<file path="config.mk">
export PLATFORM = sky130hd
export DESIGN_NAME = display_source_arbiter
export DESIGN_NICKNAME = d
export VERILOG_FILES = /design/src/rtl/display_source_arbiter_pkg.sv /design/src/rtl/display_source_arbiter_ms_tick_gen.sv /design/src/rtl/display_source_arbiter.sv
export SDC_FILE = /design/constraint.sdc
export NUM_CORES = 1
export LEC_CHECK = 0
export CAP_MARGIN = 20
export CORE_AREA = 2 2 91 93
export CTS_CLUSTER_SIZE = 30
export DETAILED_ROUTE_END_ITERATION = 12
export DIE_AREA = 0 0 93 95
export PLACE_DENSITY_LB_ADDON = 0.25
export SYNTH_ARGS = -nofsm -noshare
export SYNTH_HDL_FRONTEND = slang
export SYNTH_SLANG_ARGS = --single-unit
</file>
<file path="constraint.sdc">
create_clock -name i_clk -period 2.68 [get_ports i_clk]
set_clock_uncertainty 0.15 [all_clocks]
set_input_delay 0.67 -clock i_clk [delete_from_list [all_inputs] [get_ports i_clk]]
set_output_delay 0.67 -clock i_clk [all_outputs]
set_load 0.01 [all_outputs]
</file>
<file path="src/rtl/display_source_arbiter_pkg.sv">
// Shared encodings for the money-display arbiter: FSM states, source codes,
// the default clamp ceiling and the clamp helper.
package display_source_arbiter_pkg;

    typedef enum logic [1:0] {
        ST_IDLE     = 2'd0,
        ST_SHOW_BET = 2'd1,
        ST_SHOW_EVT = 2'd2
    } arb_state_t;

    localparam logic [1:0] SRC_BAL = 2'd0;
    localparam logic [1:0] SRC_BET = 2'd1;
    localparam logic [1:0] SRC_EVT = 2'd2;

    localparam int MAX_VAL_DEF = 10000;

    function automatic logic [15:0] clamp_val(input logic [15:0] v, input logic [15:0] max_v);
        return (v > max_v) ? max_v : v;
    endfunction

endpackage

</file>
<file path="src/rtl/display_source_arbiter_ms_tick_gen.sv">
// Millisecond tick prescaler: counts 0..TICK_DIV-1 and flags the last count.
// Held at zero while clr is high, so an overlay always starts on a fresh ms.
module display_source_arbiter_ms_tick_gen #(
    parameter int TICK_DIV = 100000
) (
    input  logic i_clk,
    input  logic i_rst_n,
    input  logic i_clr,
    output logic o_tick
);

    localparam int CW = (TICK_DIV > 1) ? $clog2(TICK_DIV) : 1;
    localparam logic [CW-1:0] LAST = CW'(TICK_DIV - 1);

    logic [CW-1:0] r_cnt;

    // Free-running modulo-TICK_DIV counter with synchronous clear.
    always_ff @(posedge i_clk or negedge i_rst_n) begin
        if (!i_rst_n) begin
            r_cnt <= {CW{1'b0}};
        end else if (i_clr) begin
            r_cnt <= {CW{1'b0}};
        end else if (r_cnt == LAST) begin
            r_cnt <= {CW{1'b0}};
        end else begin
            r_cnt <= r_cnt + CW'(1);
        end
    end

    // Left ungated by clr: the arbiter's acceptance logic already overrides a coincident tick.
    assign o_tick = (r_cnt == LAST);

endmodule

</file>
<file path="src/rtl/display_source_arbiter.sv">
// Owns the 5-digit money display: live balance by default, with timed
// bet and (optionally blinking) event overlays. Priority EVT > BET > BAL.
module display_source_arbiter
    import display_source_arbiter_pkg::*;
#(
    parameter int TICK_DIV    = 100000,
    parameter int BET_HOLD_MS = 1500,
    parameter int EVT_HOLD_MS = 3000,
    parameter int BLINK_MS    = 250,
    parameter int MAX_VAL     = MAX_VAL_DEF
) (
    input  logic        i_clk,
    input  logic        i_rst_n,
    input  logic [15:0] i_balance,
    input  logic        i_bet_req,
    input  logic [15:0] i_bet_val,
    output logic        o_bet_ack,
    input  logic        i_evt_req,
    input  logic [15:0] i_evt_val,
    input  logic        i_evt_blink,
    output logic        o_evt_ack,
    output logic [15:0] o_disp_val,
    output logic        o_disp_blank,
    output logic [1:0]  o_disp_src
);

    localparam logic [15:0] MAX_V      = 16'(MAX_VAL);
    localparam logic [15:0] BET_HOLD   = 16'(BET_HOLD_MS);
    localparam logic [15:0] EVT_HOLD   = 16'(EVT_HOLD_MS);
    localparam logic [15:0] BLINK_LAST = 16'(BLINK_MS - 1);

    arb_state_t  r_state;
    arb_state_t  w_nxt_state;
    logic        w_acc_bet;
    logic        w_acc_evt;
    logic        w_tick;
    logic        w_clr;
    logic        w_expire;

    logic [15:0] r_disp_val;
    logic [1:0]  r_disp_src;
    logic        r_disp_blank;
    logic        r_bet_ack;
    logic        r_evt_ack;
    logic        r_blink_en;
    logic [15:0] r_hold;
    logic [15:0] r_blink_cnt;

    logic [15:0] w_nxt_val;
    logic [1:0]  w_nxt_src;
    logic        w_nxt_blank;
    logic        w_nxt_blink_en;
    logic [15:0] w_nxt_hold;
    logic [15:0] w_nxt_blink_cnt;

    assign w_clr    = (r_state == ST_IDLE) || w_acc_bet || w_acc_evt;
    assign w_expire = w_tick && (r_hold == 16'd1);

    display_source_arbiter_ms_tick_gen #(
        .TICK_DIV (TICK_DIV)
    ) u_tick (
        .i_clk   (i_clk),
        .i_rst_n (i_rst_n),
        .i_clr   (w_clr),
        .o_tick  (w_tick)
    );

    // Next-state and acceptance decision; requests are evaluated every cycle.
    always_comb begin
        w_nxt_state = r_state;
        w_acc_bet   = 1'b0;
        w_acc_evt   = 1'b0;
        case (r_state)
            ST_IDLE: begin
                if (i_evt_req) begin
                    w_nxt_state = ST_SHOW_EVT;
                    w_acc_evt   = 1'b1;
                end else if (i_bet_req) begin
                    w_nxt_state = ST_SHOW_BET;
                    w_acc_bet   = 1'b1;
                end else begin
                    w_nxt_state = ST_IDLE;
                end
            end
            ST_SHOW_BET: begin
                if (i_evt_req) begin
                    w_nxt_state = ST_SHOW_EVT;
                    w_acc_evt   = 1'b1;
                end else if (i_bet_req) begin
                    w_nxt_state = ST_SHOW_BET;
                    w_acc_bet   = 1'b1;
                end else if (w_expire) begin
                    w_nxt_state = ST_IDLE;
                end else begin
                    w_nxt_state = ST_SHOW_BET;
                end
            end
            ST_SHOW_EVT: begin
                if (i_evt_req) begin
                    w_nxt_state = ST_SHOW_EVT;
                    w_acc_evt   = 1'b1;
                end else if (w_expire) begin
                    if (i_bet_req) begin
                        w_nxt_state = ST_SHOW_BET;
                        w_acc_bet   = 1'b1;
                    end else begin
                        w_nxt_state = ST_IDLE;
                    end
                end else begin
                    w_nxt_state = ST_SHOW_EVT;
                end
            end
            default: begin
                w_nxt_state = ST_IDLE;
            end
        endcase
    end

    // Datapath next values: latch on acceptance, track balance in idle, count down otherwise.
    always_comb begin
        w_nxt_val       = r_disp_val;
        w_nxt_src       = r_disp_src;
        w_nxt_blank     = r_disp_blank;
        w_nxt_blink_en  = r_blink_en;
        w_nxt_hold      = r_hold;
        w_nxt_blink_cnt = r_blink_cnt;
        if (w_acc_evt) begin
            w_nxt_val       = clamp_val(i_evt_val, MAX_V);
            w_nxt_src       = SRC_EVT;
            w_nxt_blank     = 1'b0;
            w_nxt_blink_en  = i_evt_blink;
            w_nxt_hold      = EVT_HOLD;
            w_nxt_blink_cnt = 16'd0;
        end else if (w_acc_bet) begin
            w_nxt_val       = clamp_val(i_bet_val, MAX_V);
            w_nxt_src       = SRC_BET;
            w_nxt_blank     = 1'b0;
            w_nxt_blink_en  = 1'b0;
            w_nxt_hold      = BET_HOLD;
            w_nxt_blink_cnt = 16'd0;
        end else if (w_nxt_state == ST_IDLE) begin
            w_nxt_val       = clamp_val(i_balance, MAX_V);
            w_nxt_src       = SRC_BAL;
            w_nxt_blank     = 1'b0;
            w_nxt_blink_en  = 1'b0;
            w_nxt_hold      = 16'd0;
            w_nxt_blink_cnt = 16'd0;
        end else if (w_tick) begin
            w_nxt_hold = r_hold - 16'd1;
            if ((r_state == ST_SHOW_EVT) && r_blink_en) begin
                if (r_blink_cnt == BLINK_LAST) begin
                    w_nxt_blank     = ~r_disp_blank;
                    w_nxt_blink_cnt = 16'd0;
                end else begin
                    w_nxt_blink_cnt = r_blink_cnt + 16'd1;
                end
            end else begin
                w_nxt_blink_cnt = r_blink_cnt;
            end
        end else begin
            w_nxt_hold = r_hold;
        end
    end

    // State and output registers; acks are single-cycle by construction.
    always_ff @(posedge i_clk or negedge i_rst_n) begin
        if (!i_rst_n) begin
            r_state      <= ST_IDLE;
            r_disp_val   <= 16'd0;
            r_disp_src   <= SRC_BAL;
            r_disp_blank <= 1'b0;
            r_bet_ack    <= 1'b0;
            r_evt_ack    <= 1'b0;
            r_blink_en   <= 1'b0;
            r_hold       <= 16'd0;
            r_blink_cnt  <= 16'd0;
        end else begin
            r_state      <= w_nxt_state;
            r_disp_val   <= w_nxt_val;
            r_disp_src   <= w_nxt_src;
            r_disp_blank <= w_nxt_blank;
            r_bet_ack    <= w_acc_bet;
            r_evt_ack    <= w_acc_evt;
            r_blink_en   <= w_nxt_blink_en;
            r_hold       <= w_nxt_hold;
            r_blink_cnt  <= w_nxt_blink_cnt;
        end
    end

    assign o_disp_val   = r_disp_val;
    assign o_disp_src   = r_disp_src;
    assign o_disp_blank = r_disp_blank;
    assign o_bet_ack    = r_bet_ack;
    assign o_evt_ack    = r_evt_ack;

endmodule

</file>
### Word-level counts from Yosys, hierarchy flattened

Cells that the tools add are included.

| word-level totals | value |
|---|---|
| register bits | 73 |
| output and inout bits | 21 |
| logic and storage cells | 81 |

| cells by class | value |
|---|---|
| add/sub/neg operators | 3 |
| $lt $le $gt $ge | 3 |
| equality and inequality tests | 5 |
| muxes and demuxes | 45 |
| bitwise logic cells | 1 |
| reduce and logical (&&, ||, !) cells | 14 |

Operators by type and width:

| kind | number |
|---|---|
| $mux 16 | 16 |
| $gt 16x14->1 const B | 3 |
| $mux 17 | 2 |
| $mux 1 | 18 |
| $add 17x1->17 const B | 1 |
| $eq 17x17->1 const B | 1 |
| $add 16x1->16 const B | 1 |
| $eq 16x1->1 const B | 1 |
| $eq 16x8->1 const B | 1 |
| $sub 16x1->16 const B | 1 |
| $mux 2 | 7 |
| $reduce_bool 4->1 | 3 |
| $pmux 2 s3 | 1 |
| $logic_not 2->1 | 2 |
| $reduce_and 3->1 | 1 |
| $reduce_bool 3->1 | 1 |
| $reduce_or 3->1 | 1 |
| $eq 2x1->1 const B | 1 |
| $eq 2x2->1 const B | 1 |
| $logic_and 1x1->1 | 2 |
| $logic_or 1x1->1 | 2 |
| $pmux 1 s2 | 1 |
| $reduce_and 2->1 | 1 |
| $reduce_or 2->1 | 1 |
| $not 1->1 | 1 |

### Longest topological paths before layout

Gate-level depths: netlist of run 1.

| logic depth | value |
|---|---|
| depth in word-level cells | 10 |
| gate-level depth with buffers | 10 |
| mapped depth without buffers | 9 |

### Cells and area by module

Synthesis of run 1 repeated with hierarchy kept, for this count alone.

| unflattened totals | value |
|---|---|
| cells, all modules | 444 |
| area total of the unflattened synthesis | 4058.9 um2 |

By module, submodules not included:

| module | instances | cells an instance | area each (um2) |
|---|---|---|---|
| display_source_arbiter | 1 | 358 | 3181.8 |
| display_source_arbiter_ms_tick_gen | 1 | 86 | 877.1 |

### Worst setup path after synthesis of run 1

OpenSTA, ideal clock, no wires.

| timing | value |
|---|---|
| path kind | input -> register |
| start | input port i_evt_val[15] |
| end | register r_disp_val[0] (netlist: o_disp_val[0]) |
| setup time | 78 ps |
| arrival | 2434 ps |
| path slack | 18 ps |
| stages | 6 |
| buffers on the path | 0 |
| path through | or2_1 -> or4_1 -> or3_1 -> a21oi_1 -> a221oi_1 -> o2bb2ai_1 |

| between the ends | value |
|---|---|
| longest elaborated chain between the ends | 3 |

RTL lines:

| element | line | RTL |
|---|---|---|
| from (decl) | display_source_arbiter.sv:19 | `input logic [15:0] i_evt_val,` |
| $gt 16x14->1 | display_source_arbiter_pkg.sv:18 | `return (v > max_v) ? max_v : v;` |
| $mux 16 | display_source_arbiter_pkg.sv:18 |  |
| $mux 16 | display_source_arbiter.sv:127 | `if (w_acc_evt) begin` |
| to (signal assigned) | display_source_arbiter.sv:179 | `r_disp_val <= w_nxt_val;` |
| to (decl) | display_source_arbiter.sv:40 | `logic [15:0] r_disp_val;` |

No other way between the ends.
A chain may end at the register's enable or synchronous reset.

### Worst setup path after layout of run 1

| timing | value |
|---|---|
| start | input port i_bet_val[14] |
| end | register r_disp_val[2] (netlist: o_disp_val[2]) |

| between the ends | value |
|---|---|
| longest elaborated chain between the ends | 4 |

RTL lines:

| element | line | RTL |
|---|---|---|
| from (decl) | display_source_arbiter.sv:16 | `input logic [15:0] i_bet_val,` |
| $gt 16x14->1 | display_source_arbiter_pkg.sv:18 |  |
| $mux 16 | display_source_arbiter_pkg.sv:18 |  |
| $mux 16 | display_source_arbiter.sv:134 | `end else if (w_acc_bet) begin` |
| $mux 16 | display_source_arbiter.sv:127 |  |

No other way between the ends.

==> results.ini, run 1 <==
[floorplanning]
design.core.area_um2 = 7928
chipWidth_um = 93
num_rows = 33
design.die.area_um2 = 8835
die_h_um = 95
effective_utilization_at_floorplan_pct = 51.18
io-pin-count = 74

[layout]
post_route_cells_drive_above_1_share_pct = 15.91
fin_area_um2 = 5578
fin_nets = 626
fillers = 636
antennaDiodeCount = 0
syn_to_final_growth_pct = 37.47

[min_path]
worst_hold_path_type = input port to asynchronous set/reset pin

[route]
routedWlPerCell_um = 16.65
drt_pass1_iterations = 4
first_iter_violations = 154
remaining_number_of_nets_flagged_by_the_antenna_check_after_routing = 0
num_vias = 3961
remaining_drc_errors = 0
detail_route.vias_per_cell = 5.851
finalWirelength_mm = 11.27

[clock_tree]
cts_root_buf = sky130_fd_sc_hd__clkbuf_8
clkSlewWorstSetupHoldPaths_ns = 0.08
tritoncts = done
clk_latency_ns = 0.35
numClockSinks = 73
maximum_buffer_depth_of_the_clock_tree = 2
cts.htree.levels = 3
cts_inserted_buffers = 9

[logic_synthesis]
cell_types_with_the_highest_counts_after_synthesis = sky130_fd_sc_hd__dfrtp_1, sky130_fd_sc_hd__nor2_1, sky130_fd_sc_hd__nand2_1
synth-seq-cells = 73
post_synth_main_area_contributors = sky130_fd_sc_hd__dfrtp_1, sky130_fd_sc_hd__nor2_1, sky130_fd_sc_hd__o21ai_0
synth.most_common_cell = sky130_fd_sc_hd__dfrtp_1
synth_top_cell_area_share_pct = 45.02
post_synth_top_area_cell = sky130_fd_sc_hd__dfrtp_1
post_synth_instance_area_um2 = 4058
number_of_synthesized_flops_with_an_enable_pin = 0
syn_inst = 444
syn_avg_cell_area_um2 = 9.139
netlist-cell-type-count = 52
post_synthesis_sequential_area_ratio_pct = 45.02
postSynthNetCount = 502
async_reset_ff_share_pct = 100.0
ys_warn_count = 0
ys.flop_type = sky130_fd_sc_hd__dfrtp_1

[global_route]
grt.overflow.total = 0
grt_antenna_before_repair = 0
grt_first_pass_wirelength_mm = 18.09
gr-usage-all-layers_pct = 25.96
grt_max_degree = 41
vias_in_the_first_global_route = 3823

[timing]
max_slew.worst_pin.slew_ns = 0.6535
final_hold_violation_count = 0
max_frequency_mhz = 378.6
setup_viol_count_final = 0
worst_slew_margin_rel_pct = 56.38
timing.final.max_slew_violations = 0
layout_worst_path_cycle_share_pct = 98.55
layout_min_cycle_time_ns = 2.641
final.setup.worst_slack_ns = 0.03893
grt_setup_unrepaired = yes
worst_hold_slack_ns = 0.1482
setup_total_negative_slack_ns = 0

[worst_setup_path]
critPathKind = input port to flop
required_arrival_time_at_the_worst_endpoint_ns = 2.79
cp_data_arrival_time_ns = 2.75
worst_setup_path_end_kind = flop
cp-start-kind = input port
path_max_fanout = 5

[placement]
placed_area_um2 = 5239
dp_hpwl_mm = 8.263
gp_congestion = 0.9566
pre_cts_setup_slack_ns = -0.5031
numPortBuffers = 73

[power]
power.static_leakage_nw = 2.357
vdd_ir_drop_max_mv = 0.2879
powerDensity_nw_per_um2 = 434.9
power.total_mw = 2.426

[run_status]
run_status = completed

[job]
max-cap-violations = 0

[per-layer routing]
metal  share of wire [%]  global-route usage (%)  vias up  wire length [µm]
li1                    -                       -     1894                 -
met1                  43                   32.64     1919              4803
met2                  50                   45.05      125              5633
met3                 5.0                   5.347       23               564
met4                 2.4                   8.211        0               268
met5                   0                       0        -                 0
[state kept, by name (all words and copies together), names as in the netlist]
register      flops
u_tick.r_cnt     17
o_disp_val       16
r_blink_cnt      16
r_hold           16
o_disp_src        2
r_state           2
o_bet_ack         1
o_disp_blank      1
o_evt_ack         1
r_blink_en        1
[cell usage in the layout, fill, tap and decap left out, types with 4 or more instances in the layout]
master                            netlist  routed
sky130_fd_sc_hd__dfrtp_1               73      72
sky130_fd_sc_hd__nor2_1                66      65
sky130_fd_sc_hd__clkdlybuf4s50_1        0      65
sky130_fd_sc_hd__buf_4                  3      47
sky130_fd_sc_hd__nand2_1               32      32
sky130_fd_sc_hd__o21ai_0               28      24
sky130_fd_sc_hd__nand3_1               16      16
sky130_fd_sc_hd__a21oi_1               17      16
sky130_fd_sc_hd__nor3_1                13      13
sky130_fd_sc_hd__nand4_1               13      13
sky130_fd_sc_hd__xor2_1                13      13
sky130_fd_sc_hd__xnor2_1               13      13
sky130_fd_sc_hd__inv_1                 12      12
sky130_fd_sc_hd__a31oi_1               11      11
sky130_fd_sc_hd__nor4_1                 9       9
sky130_fd_sc_hd__and3_1                 9       9
sky130_fd_sc_hd__o2bb2ai_1              9       9
sky130_fd_sc_hd__clkbuf_8               0       9
sky130_fd_sc_hd__a221oi_1              11       8
sky130_fd_sc_hd__nand2b_1               7       7
sky130_fd_sc_hd__dlymetal6s2s_1         0       7
sky130_fd_sc_hd__or3_1                  8       5
sky130_fd_sc_hd__o21a_1                 5       5
sky130_fd_sc_hd__o31ai_1                5       5
sky130_fd_sc_hd__or4_1                  7       5
sky130_fd_sc_hd__ha_1                   5       5
sky130_fd_sc_hd__and2_1                 5       4
[layout make-up]
class / count / area (µm²) / area share, %
clock buffers: 10 / 127.6 / 2.288
inverters: 13 / 48.80 / 0.8748
clock inverters: 5 / 81.33 / 1.458
well taps: 105 / 131.4 / 2.355
repair buffers: 124 / 1165 / 20.88
flip-flops and latches: 73 / 1828 / 32.77
multi-input cells: 347 / 2196 / 39.37
[logic make-up (layout without fill, tap and decap cells)]
family | Yosys count | count (layout) | synth area share (%)
fa+ha+maj | 5 | 5 | 1.542
simple gates | 207 | 207 | 26.77
compound gates | 108 | 108 | 18.19
mux | 1 | 1 | 0.2775
buf+inv | 24 | 152 | 2.590
flops | 73 | 73 | 45.02
xor+xnor | 26 | 26 | 5.612
[worst max-delay path, cell delays in order]
cell and delay (ns):
sky130_fd_sc_hd__clkdlybuf4s50_1 0.39, sky130_fd_sc_hd__or2_1 0.24, sky130_fd_sc_hd__or4_4 0.43, sky130_fd_sc_hd__or3_4 0.35, sky130_fd_sc_hd__a22oi_2 0.22, sky130_fd_sc_hd__buf_6 0.16, sky130_fd_sc_hd__a221oi_2 0.07, sky130_fd_sc_hd__o2bb2ai_1 0.21
[report_power, final]
group	leakage, nW	switching (mW)	total (mW)	internal [mW]
logic	1.32	0.157	0.338	0.181
registers	0.938	0.0233	1.15	1.13
clock network	0.102	0.417	0.936	0.520
total	2.36	0.597	2.43	1.83
[stage by stage]
step / utilization (%) / std cells
5_1_grt: 70.36 / 677
6_report: 70.36 / 677
2_1_floorplan: - / 444
3_5_place_dp: 66.08 / 658
3_3_place_gp: 66.08 / 658
4_1_cts: 69.13 / 675
[path summary, 6_finish.rpt]
check	start	endpoint	slack, ns	cells after the start
max	i_bet_val[14]	o_disp_val[2]$_DFFE_PN0P_	0.04	8
min	i_rst_n	r_blink_cnt[13]$_DFFE_PN0P_	0.15	1
max reg2reg	u_tick.r_cnt[11]$_DFF_PN0_	r_hold[15]$_DFFE_PN0P_	0.08	6
min reg2reg	u_tick.r_cnt[0]$_DFF_PN0_	u_tick.r_cnt[0]$_DFF_PN0_	0.33	1
max in group asynchronous	i_rst_n	o_disp_val[2]$_DFFE_PN0P_	1.67	2
min in group i_clk	u_tick.r_cnt[0]$_DFF_PN0_	u_tick.r_cnt[0]$_DFF_PN0_	0.33	1
[timing repair]
action                     in CTS  in global routing
setup buffers                   1                  1
hold buffers                    0                  0
pin swaps                       5                 10
gates cloned                    1                  1
gates resized for setup         7                 26
setup endpoints to repair       9                 18
(Power assumes the default switching activity.)
==> run 2, diff against run 1 <==
--- a/config.mk
+++ b/config.mk
@@ -5,7 +5,6 @@
 export SDC_FILE = /design/constraint.sdc
 export NUM_CORES = 1
 export LEC_CHECK = 0
-export CAP_MARGIN = 20
 export CORE_AREA = 2 2 91 93
 export CTS_CLUSTER_SIZE = 30
 export DETAILED_ROUTE_END_ITERATION = 12
==> results of run 2 <==
The final DEF is identical to that of run 1; final timing and power are the same.
==> run 3, diff against run 2 <==
--- a/config.mk
+++ b/config.mk
@@ -5,10 +5,11 @@
 export SDC_FILE = /design/constraint.sdc
 export NUM_CORES = 1
 export LEC_CHECK = 0
-export CORE_AREA = 2 2 91 93
+export ABC_AREA = 1
+export CORE_AREA = 2 2 96 98
 export CTS_CLUSTER_SIZE = 30
 export DETAILED_ROUTE_END_ITERATION = 12
-export DIE_AREA = 0 0 93 95
+export DIE_AREA = 0 0 98 100
 export PLACE_DENSITY_LB_ADDON = 0.25
 export SYNTH_ARGS = -nofsm -noshare
 export SYNTH_HDL_FRONTEND = slang
==> results.ini, run 3 <==
[global_route]
grt_first_pass_wirelength_mm = 19.72  ; +9.0%
gr-usage-all-layers_pct = 24.77  ; -1.2 points
grt_antenna_before_repair = 0  ; unchanged
vias_in_the_first_global_route = 4385  ; +15%
grt_max_degree = 27  ; -34%
grt.overflow.total = 0  ; unchanged

[logic_synthesis]
synth_top_cell_area_share_pct = 39.75  ; -5.3 points
synth-seq-cells = 73  ; unchanged
number_of_synthesized_flops_with_an_enable_pin = 0  ; unchanged
netlist-cell-type-count = 35  ; -33%
syn_inst = 651  ; +47%
post_synth_instance_area_um2 = 4596  ; +13%
postSynthNetCount = 709  ; +41%
post_synthesis_sequential_area_ratio_pct = 39.75  ; -5.3 points
post_synth_top_area_cell = sky130_fd_sc_hd__dfrtp_1
post_synth_main_area_contributors = sky130_fd_sc_hd__dfrtp_1, sky130_fd_sc_hd__nand2_1, sky130_fd_sc_hd__nor2_1
ys_warn_count = 0  ; unchanged
ys.flop_type = sky130_fd_sc_hd__dfrtp_1
synth.most_common_cell = sky130_fd_sc_hd__nand2_1
syn_avg_cell_area_um2 = 7.059  ; -23%
cell_types_with_the_highest_counts_after_synthesis = sky130_fd_sc_hd__nand2_1, sky130_fd_sc_hd__nor2_1, sky130_fd_sc_hd__inv_1
async_reset_ff_share_pct = 100.0  ; unchanged

[route]
first_iter_violations = 218  ; +42%
finalWirelength_mm = 11.68  ; +3.6%
num_vias = 4496  ; +14%
drt_pass1_iterations = 4  ; unchanged
routedWlPerCell_um = 13.58  ; -18%
detail_route.vias_per_cell = 5.228  ; -11%
remaining_number_of_nets_flagged_by_the_antenna_check_after_routing = 0  ; unchanged
remaining_drc_errors = 0  ; unchanged

[placement]
gp_congestion = 0.9499  ; -0.70%
dp_hpwl_mm = 9.009  ; +9.0%
numPortBuffers = 73  ; unchanged
placed_area_um2 = 5569  ; +6.3%
placed_cells_incl_taps = 844  ; +28%
pre_cts_setup_slack_ns = -0.06229  ; +0.4408 ns

[floorplanning]
effective_utilization_at_floorplan_pct = 51.70  ; +0.51 points
io-pin-count = 74  ; unchanged
chipWidth_um = 98  ; +5.4%
die_h_um = 100  ; +5.3%
design.core.area_um2 = 8890  ; +12%
num_rows = 35  ; +6.1%
design.die.area_um2 = 9800  ; +11%

[timing]
final_hold_violation_count = 0  ; unchanged
grt_setup_unrepaired = no
layout_worst_path_cycle_share_pct = 92.18  ; -6.4 points
max_frequency_mhz = 404.8  ; +6.9%
setup_viol_count_final = 0  ; unchanged
timing.final.max_slew_violations = 0  ; unchanged
final.setup.worst_slack_ns = 0.2096  ; +0.1706 ns
max_slew.worst_pin.slew_ns = 0.5201  ; -0.1334 ns
layout_min_cycle_time_ns = 2.470  ; -0.1706 ns
worst_hold_slack_ns = 0.1417  ; -0.006512 ns
setup_total_negative_slack_ns = 0  ; unchanged
worst_slew_margin_rel_pct = 65.33  ; +8.9 points

[run_status]
run_status = completed

[job]
max-cap-violations = 0  ; unchanged

[worst_setup_path]
worstSetupStartpoint = u_tick.r_cnt[0]$_DFF_PN0_
critical_path.reg2reg.startpoint = u_tick.r_cnt[0]$_DFF_PN0_
path_max_fanout = 17  ; +12
cp_data_arrival_time_ns = 2.56  ; -0.19 ns
worst_setup_path_end_kind = flop
required_arrival_time_at_the_worst_endpoint_ns = 2.77  ; -0.02 ns
critPathKind = flop to flop
cp-start-kind = flop

[layout]
post_layout_utilization_of_the_core_pct = 65.22  ; -5.1 points
most-common-layout-cells = sky130_fd_sc_hd__nand2_1, sky130_fd_sc_hd__nor2_1, sky130_fd_sc_hd__inv_1, sky130_fd_sc_hd__dfrtp_1, sky130_fd_sc_hd__clkdlybuf4s50_1
largest_register_ffs = 17  ; unchanged
antennaDiodeCount = 0  ; unchanged
regMostFlops = u_tick.r_cnt
fin_area_um2 = 5798  ; +3.9%
syn_to_final_growth_pct = 26.16
fin_nets = 802  ; +28%
post_route_cells_drive_above_1_share_pct = 8.945  ; -7.0 points
mostFrequentLayoutCell = sky130_fd_sc_hd__nand2_1
finish.cell_count_without_fillers = 860  ; +27%

[clock_tree]
cts_post_setup_buffers_inserted = 0  ; -1
tritoncts = done
maximum_buffer_depth_of_the_clock_tree = 2  ; unchanged
cts_hold_buffers = 0  ; unchanged
cts.repair.resized = 0  ; -7
cts.htree.levels = 3  ; unchanged
clkSlewWorstSetupHoldPaths_ns = 0.08  ; about the same
cts_root_buf = sky130_fd_sc_hd__clkbuf_8
clk_latency_ns = 0.35  ; about the same
cts_inserted_buffers = 9  ; unchanged
numClockSinks = 73  ; unchanged

[power]
powerDensity_nw_per_um2 = 446.9  ; +2.7%
vdd_ir_drop_max_mv = 0.2413  ; -16%
power.total_mw = 2.591  ; +6.8%
power.static_leakage_nw = 2.776  ; +18%

[min_path]
worst_hold_path_type = input port to asynchronous set/reset pin

[run 3: cell types whose count changed in the layout (fill, tap and decap cells not counted), moves of 11 or more]
cell                      before  now
sky130_fd_sc_hd__a21oi_1      16    3
sky130_fd_sc_hd__a31oi_1      11    0
sky130_fd_sc_hd__buf_4        47   20
sky130_fd_sc_hd__inv_1        12   74
sky130_fd_sc_hd__nand2_1      32  183
sky130_fd_sc_hd__nand3_1      16   62
sky130_fd_sc_hd__nor2_1       65   86
sky130_fd_sc_hd__nor3_1       13   25
sky130_fd_sc_hd__xor2_1       13   26
[run 3: final timing paths]
| check | to | slack (ns) | cells after the start |
|---|---|---|---|
| setup reg to reg | r_blink_cnt[7]$_DFFE_PN0P_ | 0.21 | 14 |
| setup / recovery | r_blink_cnt[7]$_DFFE_PN0P_ | 0.21 | 14 |
| min in group i_clk | u_tick.r_cnt[0]$_DFF_PN0_ | 0.32 | 1 |
| max in group asynchronous | u_tick.r_cnt[5]$_DFF_PN0_ | 1.62 | 2 |
| hold reg to reg | u_tick.r_cnt[0]$_DFF_PN0_ | 0.32 | 1 |
| hold / removal | u_tick.r_cnt[8]$_DFF_PN0_ | 0.14 | 1 |
[run 3: area by class of cell]
cell class / count / area [µm²]
fillers: 779 / 3092
repair buffers: 95 / 915.9
flip-flops and latches: 73 / 1827
well taps: 111 / 138.9
inverters: 84 / 315.3
clock buffers: 11 / 151.4
clock inverters: 5 / 77.57
multi-input cells: 481 / 2372
[run 3: power by group]
| part | total, mW | internal, mW | switching [mW] | leakage (nW) |
|---|---|---|---|---|
| registers | 1.19 | 1.15 | 0.0444 | 0.969 |
| clock network | 0.989 | 0.572 | 0.417 | 0.115 |
| logic | 0.412 | 0.195 | 0.216 | 1.69 |
[run 3: cell families (layout without fill, tap and decap cells)]
kind of cell | Yosys count | after routing | share of synthesized area, %
adder cells (fa/ha/maj) | 5 | 5 | 1.361
buffers and inverters | 97 | 195 | 8.631
AND/OR/NAND/NOR | 401 | 401 | 38.93
XOR/XNOR | 31 | 31 | 5.908
AO/OA/AOI/OAI | 44 | 44 | 5.418
flip-flops | 73 | 73 | 39.75
[run 3: per-layer routing]
layer  up-vias  track usage, %  routed length (µm)
li1       2271               -                   -
met1      2075           31.75                5240
met2       138           41.78                5589
met3        12           5.571                 667
met4         0           8.333                 182
met5         -               0                   0
[run 3: critical path: stages, from the launching register on]
cell and delay (ns):
sky130_fd_sc_hd__dfrtp_1 0.38, sky130_fd_sc_hd__ha_1 0.21, sky130_fd_sc_hd__nand3_1 0.17, sky130_fd_sc_hd__inv_1 0.11, sky130_fd_sc_hd__nand3_2 0.11, sky130_fd_sc_hd__nor2_4 0.21, sky130_fd_sc_hd__nand3_2 0.12, sky130_fd_sc_hd__nand2_1 0.09
sky130_fd_sc_hd__inv_2 0.05, sky130_fd_sc_hd__nand3_4 0.11, sky130_fd_sc_hd__nand2_4 0.09, sky130_fd_sc_hd__inv_2 0.25, sky130_fd_sc_hd__nand2_2 0.16, sky130_fd_sc_hd__nand2_1 0.10, sky130_fd_sc_hd__nand2_1 0.06
